File: src/rtl/bcrypt_tx_arbiter_pkg.sv
// ============================================================================
// bcrypt_tx_arbiter_pkg : shared state encodings and error bit indices
// Revision: 1.0
// ============================================================================
`default_nettype none

package bcrypt_tx_arbiter_pkg;

  typedef enum logic [1:0] {
    TXA_IDLE      = 2'd0,
    TXA_WAIT_INIT = 2'd1,
    TXA_WAIT_DATA = 2'd2,
    TXA_ERROR     = 2'd3
  } tx_arb_state_t;

  localparam int ERR_TIMEOUT = 0;
  localparam int ERR_UNEXP   = 1;
  localparam int ERR_W       = 2;

  function automatic logic [15:0] sat_inc16(input logic [15:0] v);
    return (v == 16'hFFFF) ? v : v + 16'd1;
  endfunction

endpackage

`default_nettype wire

File: src/rtl/bcrypt_tx_arbiter_rr_pick.sv
// ============================================================================
// rr_pick_onehot : first set request at or above a start pointer (wrapping)
// Revision: 1.0
// ============================================================================
`default_nettype none

module rr_pick_onehot #(
  parameter int N  = 4,
  parameter int IW = (N > 1) ? $clog2(N) : 1
) (
  input  logic [N-1:0]  req,
  input  logic [IW-1:0] ptr,
  output logic [N-1:0]  grant,
  output logic [IW-1:0] idx,
  output logic          valid
);

  int w_j;

  always_comb begin
    grant = '0;
    idx   = '0;
    valid = 1'b0;
    w_j   = 0;
    for (int k = 0; k < N; k++) begin
      w_j = int'(ptr) + k;
      if (w_j >= N) w_j = w_j - N;
      if (!valid && req[w_j]) begin
        grant[w_j] = 1'b1;
        idx        = IW'(w_j);
        valid      = 1'b1;
      end
    end
  end

endmodule

`default_nettype wire

File: src/rtl/bcrypt_tx_arbiter.sv
// ============================================================================
// bcrypt_tx_arbiter : schedules the shared bcrypt_data core bus across cores
// Revision: 1.0
// ============================================================================
`default_nettype none

module bcrypt_tx_arbiter
  import bcrypt_tx_arbiter_pkg::*;
#(
  parameter int N_CORES = 4,
  parameter int TIMEOUT = 4096
) (
  input  logic               CLK,
  input  logic               RST_N,
  input  logic               data_ready,
  input  logic               init_ready,
  input  logic [15:0]        bcdata_pkt_id,
  input  logic               bcdata_gen_end,
  input  logic               init_tx_done,
  input  logic               data_tx_done,
  input  logic [N_CORES-1:0] core_idle,
  output logic               start_init_tx,
  output logic               start_data_tx,
  output logic [N_CORES-1:0] core_sel,
  output logic               pkt_done,
  output logic [15:0]        pkt_done_id,
  output logic [15:0]        pkt_cand_count,
  output logic [ERR_W-1:0]   error
);

  localparam int IW = (N_CORES > 1) ? $clog2(N_CORES) : 1;
  localparam int TW = $clog2(TIMEOUT + 1);

  tx_arb_state_t      r_state;
  logic [N_CORES-1:0] r_init_mask;
  logic [N_CORES-1:0] r_busy_mask;
  logic [N_CORES-1:0] r_core_sel;
  logic [IW-1:0]      r_rr_ptr;
  logic [IW-1:0]      r_cur_idx;
  logic [TW-1:0]      r_tmo_cnt;
  logic [15:0]        r_cand_cnt;
  logic [15:0]        r_pkt_id;
  logic               r_is_dummy;
  logic               r_start_init;
  logic               r_start_data;
  logic               r_pkt_done;
  logic [15:0]        r_pkt_done_id;
  logic [15:0]        r_pkt_cand_count;
  logic [ERR_W-1:0]   r_error;

  logic [N_CORES-1:0] w_eligible;
  logic [N_CORES-1:0] w_init_req;
  logic [N_CORES-1:0] w_data_req;
  logic [N_CORES-1:0] w_init_grant;
  logic [N_CORES-1:0] w_data_grant;
  logic [IW-1:0]      w_init_idx;
  logic [IW-1:0]      w_data_idx;
  logic               w_init_vld;
  logic               w_data_vld;
  logic [IW-1:0]      w_rr_next;

  // A core just handed data stays blocked until it is seen leaving idle.
  assign w_eligible = core_idle & ~r_busy_mask;
  assign w_init_req = w_eligible & ~r_init_mask;
  assign w_data_req = w_eligible & r_init_mask;
  assign w_rr_next  = (w_data_idx == IW'(N_CORES - 1)) ? '0 : w_data_idx + IW'(1);

  rr_pick_onehot #(.N(N_CORES), .IW(IW)) u_pick_init (
    .req   (w_init_req),
    .ptr   ('0),
    .grant (w_init_grant),
    .idx   (w_init_idx),
    .valid (w_init_vld)
  );

  rr_pick_onehot #(.N(N_CORES), .IW(IW)) u_pick_data (
    .req   (w_data_req),
    .ptr   (r_rr_ptr),
    .grant (w_data_grant),
    .idx   (w_data_idx),
    .valid (w_data_vld)
  );

  always_ff @(posedge CLK or negedge RST_N) begin
    if (!RST_N) begin
      r_state          <= TXA_IDLE;
      r_init_mask      <= '0;
      r_busy_mask      <= '0;
      r_core_sel       <= '0;
      r_rr_ptr         <= '0;
      r_cur_idx        <= '0;
      r_tmo_cnt        <= '0;
      r_cand_cnt       <= '0;
      r_pkt_id         <= '0;
      r_is_dummy       <= 1'b0;
      r_start_init     <= 1'b0;
      r_start_data     <= 1'b0;
      r_pkt_done       <= 1'b0;
      r_pkt_done_id    <= '0;
      r_pkt_cand_count <= '0;
      r_error          <= '0;
    end else begin
      r_start_init <= 1'b0;
      r_start_data <= 1'b0;
      r_pkt_done   <= 1'b0;
      r_busy_mask  <= r_busy_mask & core_idle;
      case (r_state)
        TXA_IDLE: begin
          if (init_tx_done || data_tx_done) begin
            r_error[ERR_UNEXP] <= 1'b1;
            r_core_sel         <= '0;
            r_state            <= TXA_ERROR;
          end else if (init_ready && w_init_vld) begin
            r_start_init <= 1'b1;
            r_core_sel   <= w_init_grant;
            r_cur_idx    <= w_init_idx;
            r_tmo_cnt    <= '0;
            r_state      <= TXA_WAIT_INIT;
          end else if (data_ready && bcdata_gen_end) begin
            r_start_data <= 1'b1;
            r_core_sel   <= '0;
            r_is_dummy   <= 1'b1;
            r_pkt_id     <= bcdata_pkt_id;
            r_tmo_cnt    <= '0;
            r_state      <= TXA_WAIT_DATA;
          end else if (data_ready && w_data_vld) begin
            r_start_data <= 1'b1;
            r_core_sel   <= w_data_grant;
            r_cur_idx    <= w_data_idx;
            r_is_dummy   <= 1'b0;
            r_rr_ptr     <= w_rr_next;
            r_tmo_cnt    <= '0;
            r_state      <= TXA_WAIT_DATA;
          end
        end
        TXA_WAIT_INIT: begin
          if (data_tx_done) begin
            r_error[ERR_UNEXP] <= 1'b1;
            r_core_sel         <= '0;
            r_state            <= TXA_ERROR;
          end else if (init_tx_done) begin
            r_init_mask[r_cur_idx] <= 1'b1;
            r_core_sel             <= '0;
            r_state                <= TXA_IDLE;
          end else if (r_tmo_cnt == TW'(TIMEOUT - 1)) begin
            r_error[ERR_TIMEOUT] <= 1'b1;
            r_core_sel           <= '0;
            r_state              <= TXA_ERROR;
          end else begin
            r_tmo_cnt <= r_tmo_cnt + TW'(1);
          end
        end
        TXA_WAIT_DATA: begin
          if (init_tx_done) begin
            r_error[ERR_UNEXP] <= 1'b1;
            r_core_sel         <= '0;
            r_state            <= TXA_ERROR;
          end else if (data_tx_done) begin
            if (r_is_dummy) begin
              r_pkt_done       <= 1'b1;
              r_pkt_done_id    <= r_pkt_id;
              r_pkt_cand_count <= r_cand_cnt;
              r_cand_cnt       <= '0;
            end else begin
              r_busy_mask[r_cur_idx] <= 1'b1;
              r_cand_cnt             <= sat_inc16(r_cand_cnt);
            end
            r_core_sel <= '0;
            r_state    <= TXA_IDLE;
          end else if (r_tmo_cnt == TW'(TIMEOUT - 1)) begin
            r_error[ERR_TIMEOUT] <= 1'b1;
            r_core_sel           <= '0;
            r_state              <= TXA_ERROR;
          end else begin
            r_tmo_cnt <= r_tmo_cnt + TW'(1);
          end
        end
        TXA_ERROR: begin
          r_core_sel <= '0;
        end
        default: begin
          r_state <= TXA_ERROR;
        end
      endcase
    end
  end

  assign start_init_tx  = r_start_init;
  assign start_data_tx  = r_start_data;
  assign core_sel       = r_core_sel;
  assign pkt_done       = r_pkt_done;
  assign pkt_done_id    = r_pkt_done_id;
  assign pkt_cand_count = r_pkt_cand_count;
  assign error          = r_error;

endmodule

`default_nettype wire

File: config.mk
export PLATFORM = sky130hd
export DESIGN_NAME = bcrypt_tx_arbiter
export DESIGN_NICKNAME = d
export VERILOG_FILES = /design/src/rtl/bcrypt_tx_arbiter_pkg.sv /design/src/rtl/bcrypt_tx_arbiter_rr_pick.sv /design/src/rtl/bcrypt_tx_arbiter.sv
export SDC_FILE = /design/constraint.sdc
export NUM_CORES = 1
export LEC_CHECK = 0
export ABC_AREA = 1
export BUFFER_PORTS_ARGS = -buffer_cell sky130_fd_sc_hd__clkbuf_2
export CORE_MARGIN = 2
export CORE_UTILIZATION = 55
export CTS_CLUSTER_DIAMETER = 100
export DETAILED_ROUTE_END_ITERATION = 10
export GPL_TIMING_DRIVEN = 0
export PLACE_DENSITY = 0.84
export SLEW_MARGIN = 30
export SYNTH_ARGS = -nofsm -noshare
export SYNTH_HDL_FRONTEND = slang
export SYNTH_SLANG_ARGS = --single-unit
File: constraint.sdc
create_clock -name CLK -period 6 [get_ports CLK]
set_input_delay 0.6 -clock CLK [delete_from_list [all_inputs] [get_ports CLK]]
set_output_delay 0.6 -clock CLK [all_outputs]
set_load 0.03 [all_outputs]
Yosys cells after proc, flatten, opt, wreduce, memory -nomap -nowiden. Cells that the tools add are included.

Register bits after elaboration: 101. Bits in latches: 0. Bits in writable memories: 0. Memory bits (read-only): 0. Logic and storage cells: 225. Memories kept: 0.

Add/subtract/negate cells: 10. Multiply operators: 0. Divide/modulo/power cells: 0. $lt $le $gt $ge: 14. Equality and inequality tests: 18. Shifts and indexed selects: 0. Multiplexer cells: 113. Bitwise gates (word level): 16. Reduce and logical (&&, ||, !) cells: 37.

Operators by type and width (count): 32-bit by 1-bit greater-or-equal comparator with 1-bit output (second input constant) (4); 32-bit by 4-bit less-than comparator with 1-bit output (second input constant) (4); 32-bit 2-to-1 mux (4); 13-bit 2-to-1 mux (9); 32-bit by 4-bit greater-or-equal comparator with 1-bit output (second input constant) (3); 32-bit by 4-bit subtractor with 32-bit output (second input constant) (3); 4-bit 2-to-1 mux (18); 1-bit 2-to-1 mux (45); 2-bit 2-to-1 mux (20); 13-bit case mux with 3 select lines (1); 16-bit 2-to-1 mux (2); 4-bit AND reduction (6); 2-bit inequality test (second input constant) (10); 4-bit OR (5); 16-bit by 1-bit adder with 16-bit output (second input constant) (1); 4-bit bitwise AND (4); 16-bit == test (second input constant) (1); 4-bit case mux with 4 select lines (1); 1-bit logical AND (14); 13-bit by 1-bit adder with 13-bit output (second input constant) (1); 13-bit by 12-bit == test with 1-bit output (second input constant) (1); 1-bit demux with 2-bit select (5); 5-bit AND reduction (2); 1-bit binary-select mux with 2-bit select (4); other kinds (25) (40).

Longest topological paths before layout.
Depth after elaboration: 22. Depth in mapped cells: 16. Mapped depth without buffers: 14.

By module. A second synthesis with hierarchy kept.

Cell total of the unflattened synthesis: 786. Area total of the unflattened synthesis: 5972.0 um^2.

Modules (own cells, without submodules): bcrypt_tx_arbiter (instances 1, cells each 632, area each 5016.1 um^2); rr_pick_onehot (instances 2, cells each 77, area each 478.0 um^2).

Worst setup path after synthesis. Ideal clock, no wire load.

Kind: reg-to-reg. Start: reg with a tool-made name. End: reg r_tmo_cnt[12]. Arrival: 2079 ps. Path slack: 3803 ps. Cell stages (with the launch flop): 16. Cell sequence: dfrtp_1 > buf_6 > inv_4 > buf_8 > ha_1 > inv_1 > nand3_2 > and2_1 > buf_6 > inv_4 > nand3_4 > nand2_4 > nand2_4 > nand2_8 > buf_6 > o21ai_2.

RTL lines: to (signal assigned) (line bcrypt_tx_arbiter.sv:150) `r_tmo_cnt <= r_tmo_cnt + TW'(1);`; to (signal assigned) (line bcrypt_tx_arbiter.sv:175) `r_tmo_cnt <= r_tmo_cnt + TW'(1);`; to (decl) (line bcrypt_tx_arbiter.sv:40) `logic [TW-1:0] r_tmo_cnt;`.

Worst setup path in the final report.
Start: reg r_rr_ptr[1]. End: reg r_cur_idx[1].

Word-level cells in the longest chain between the ends: 18. Elaborated cells on any way between the ends: 47. Classes of those cells: add/sub (7); order compare (4); mux (27); reduce/logical (9).

RTL lines: from (decl) (line bcrypt_tx_arbiter.sv:38) `logic [IW-1:0] r_rr_ptr;`; from (signal assigned) (line bcrypt_tx_arbiter.sv:131) `r_rr_ptr <= w_rr_next;`; branches (longest 18 deep; another with 32-bit by 4-bit subtractor with 32-bit output); to (signal assigned) (line bcrypt_tx_arbiter.sv:116) `r_cur_idx <= w_init_idx;`; to (signal assigned) (line bcrypt_tx_arbiter.sv:129) `r_cur_idx <= w_data_idx;`; to (decl) (line bcrypt_tx_arbiter.sv:39) `logic [IW-1:0] r_cur_idx;`.

Several ways; the timed one is not identified. The select of a mux whose other input is x is not followed. A chain may end at the register's enable or synchronous reset.

==> impl_metrics.toml <==
[critical_path]
crit_path_max_incr_delay_ps = 600
crit_family = "simple AND/OR/NAND/NOR gates"
crit_arrival_ps = 2870
crit_fanout = 9
cp_num_buf_inv = 3
criticalPathCategory = "flip-flop to flip-flop"
crit_required_ps = 6260
cp_cell_sequence = "inv_1 -> ha_1 -> inv_1 -> nand3_1 -> nand2_1 -> nor2_4 -> nand2_1 -> inv_1 -> nand3_1 -> nand3_1 -> nand2_1 -> nand2_1 -> nand2_1"
endpoint_kind = "flip-flop"
crit_top_cell = "nand2_1"
start_kind = "flip-flop"
cpMaxStageDelayCell = "dfrtp_1"

[place]
place_congestion = 0.9400
io_buffer_count = 67
place_inst = 879
hpwl_um = 9003

[clocking]
ctsHtreeMaxLevel = 3
clock_latency_ps = 370
cts_buffer_depth = 2
tritoncts = "built"
clkSinkCount = 101
cts_hold_buf = 0
root_buffer = "clkbuf_8"
cts_setup_buffers = 0
cts_resized = 0
clkSlewWorstSetupHoldPaths_ps = 100
cts_buffers = 9

[outcome]
outcome = "completed"

[sta]
timing.final.crit_share_pct = 43.38
layout_min_cycle_time_ps = 2603
rsz0062_at_grt = "false"
maxSlewHeadroom_pct = 59.93
setup_viol = 0
timing.hold.ws_ps = 109.2
hold_viol = 0
max_freq_ghz = 0.3842
tightest_slew_ps = 596.5
final-max-slew-violation-count = 0
fin_worst_skew_ps = 12.95
setup-tns-final_ps = 0

[yosys]
synth_seq_cells = 101
ys_types = 43
synth.yosys.warnings = 0
syn_inst = 678
synth_top_area_cell = "dfrtp_1"
async_flop_share_pct = 100.0
synth_nets = 719
synth-edff-count = 0
synth_area_sq_um = 5455
yosysTopAreaCellShare_pct = 46.33
ys.flop_type = "dfrtp_1"
synth_area_leaders = "dfrtp_1 (46%), nand2_1 (11%), inv_1 (5.4%)"
synth.avg_cell_area_sq_um = 8.046
ys_seq_area_share_pct = 46.33

[global_routing]
grt_pass1_vias = 4638
antenna_found_initial = 0
grt_pass1_wl_um = 20660
grt.total_usage_pct = 23.11
grt_overflow = 0
grt_max_degree = 69

[cells_and_area]
drive_gt1_share_pct = 19.55
finalNetCount = 798
final_common_cell = "nand2_1"
fillers = 827
area_delta_synth_final_pct = 13.81
antenna_cells = 0
final_cells = 895
final_cell_mix = "nand2_1 (160), dfrtp_1 (101), inv_1 (78), clkbuf_2 (66), o21ai_0 (58)"
post-route-util_pct = 64.11

[job]
cap_violations = 0

[detailed_routing]
drtIter0Drc = 267
route.vias.total = 4808
wl_met3_um = 605
m1WireLength_um = 5273
post_drt_wl_per_cell_um = 13.45
drc = 0
wl_met2_um = 5963
routed_wl_um = 12040
vias_per_cell = 5.372
ant_nets = 0
drtPass1Iterations = 5
top_layer = "met4"

[floorplanning]
core_area_sq_um = 9684
row_count = 36
die-area_sq_um = 10730
ios = 68
die_height_um = 103.6
start_util_pct = 56.33
die_w_um = 103.6

[power_and_ir_drop]
p_per_area_nw_per_um2 = 462.4
leakagePower_uw = 0.003145
ir_worst_vdd_uv = 313.1

[min_path]
hold_path.class = "input pin to async pin"
## worst paths after layout
check / start / endpoint / slack, ps / cells after the start
worst max-delay path: r_rr_ptr[1]$_DFFE_PN0P_ / r_cur_idx[1]$_DFFE_PN0P_ / 3400 / 13
worst min-delay path: RST_N / pkt_cand_count[6]$_DFFE_PN0P_ / 110 / 1
worst max register to register: r_rr_ptr[1]$_DFFE_PN0P_ / r_cur_idx[1]$_DFFE_PN0P_ / 3400 / 13
worst min register to register: pkt_cand_count[14]$_DFFE_PN0P_ / pkt_cand_count[14]$_DFFE_PN0P_ / 480 / 2
max in group asynchronous: RST_N / r_init_mask[1]$_DFFE_PN0P_ / 5280 / 2
min in group CLK: bcdata_pkt_id[5] / r_pkt_id[5]$_DFFE_PN0P_ / 460 / 3
## stage by stage
stage | cell area, sq um | power (uW) | setup WS, ps
after floorplan | 5455 | 2052 | 3803
after global placement | 5957 | 2348 | 3095
after detailed placement | 5993 | 2416 | 3482
after CTS | 6208 | 2877 | 3468
after global routing | 6208 | 3077 | 3251
final | 6208 | 2871 | 3397
## cell usage after synthesis, types with 2 or more instances
cell type and count:
a31oi_1 3, nand4_1 12, nand3_2 3, nor3_1 8
ha_1 14, buf_6 3, nor3_2 2, buf_2 3
nor2_4 2, o21ai_0 58, nor4_1 2, nand2_4 2
or2_2 8, inv_1 78, clkbuf_1 9, o21ai_1 3
a21oi_1 33, o31ai_1 2, dfrtp_1 101, nor2_1 57
nor2_2 2, o22ai_1 2, nand2_2 10, xor2_1 9
o21ai_2 15, nand2_1 160, inv_2 6, inv_4 2
nand3_1 55
## state kept, by name, indices dropped and copies added, names as in the netlist, 2 cells and up, named ones only
register and cells:
r_pkt_id 16, r_init_mask 4, r_cur_idx 2, pkt_done_id 16
r_cand_cnt 16, pkt_cand_count 16, r_tmo_cnt 13, core_sel 4
r_busy_mask 4, r_state 2, error 2
## power breakdown
group / internal (uW) / switching, uW
combinational: 429 / 926
sequential: 898 / 153
clock: 203 / 262
total: 1530 / 1340
## cell type report
class	count	area (sq um)	area share [%]
Sequential cell	101	2527	40.71
Multi-Input combinational cell	474	2482	39.98
Timing Repair Buffer	68	371.6	5.985
Inverter	86	327.8	5.280
Tap cell	133	166.4	2.680
Clock buffer	9	123.9	1.995
Buffer	17	117.6	1.894
Clock inverter	7	91.34	1.471
## cell families (layout without fill, tap and decap cells)
kind of cell / count (synthesis) / count (layout) / share of synthesized area, %
flip-flops: 101 / 101 / 46.33
buffers and inverters: 103 / 187 / 8.165
XOR/XNOR: 9 / 9 / 1.445
AND/OR/NAND/NOR: 331 / 331 / 28.39
adder cells (fa/ha/maj): 14 / 14 / 3.211
AO/OA/AOI/OAI: 120 / 120 / 12.45
## worst register-to-register path, cell delays in order (launching register included)
cell     delay, ps
dfrtp_1        600
inv_1          230
ha_1           450
inv_1          110
nand3_1         90
nand2_1        110
nor2_4         200
nand2_1        110
inv_1          150
nand3_1        160
nand3_1        120
nand2_1         60
nand2_1         60
nand2_1         50
## layer usage
layer / up-vias / global-route usage (%)
met5: - / 0
met4: 0 / 7.336
met3: 21 / 3.524
met2: 148 / 39.74
met1: 2282 / 30.24
li1: 2357 / -
Power figures use the tool's default switching activity.
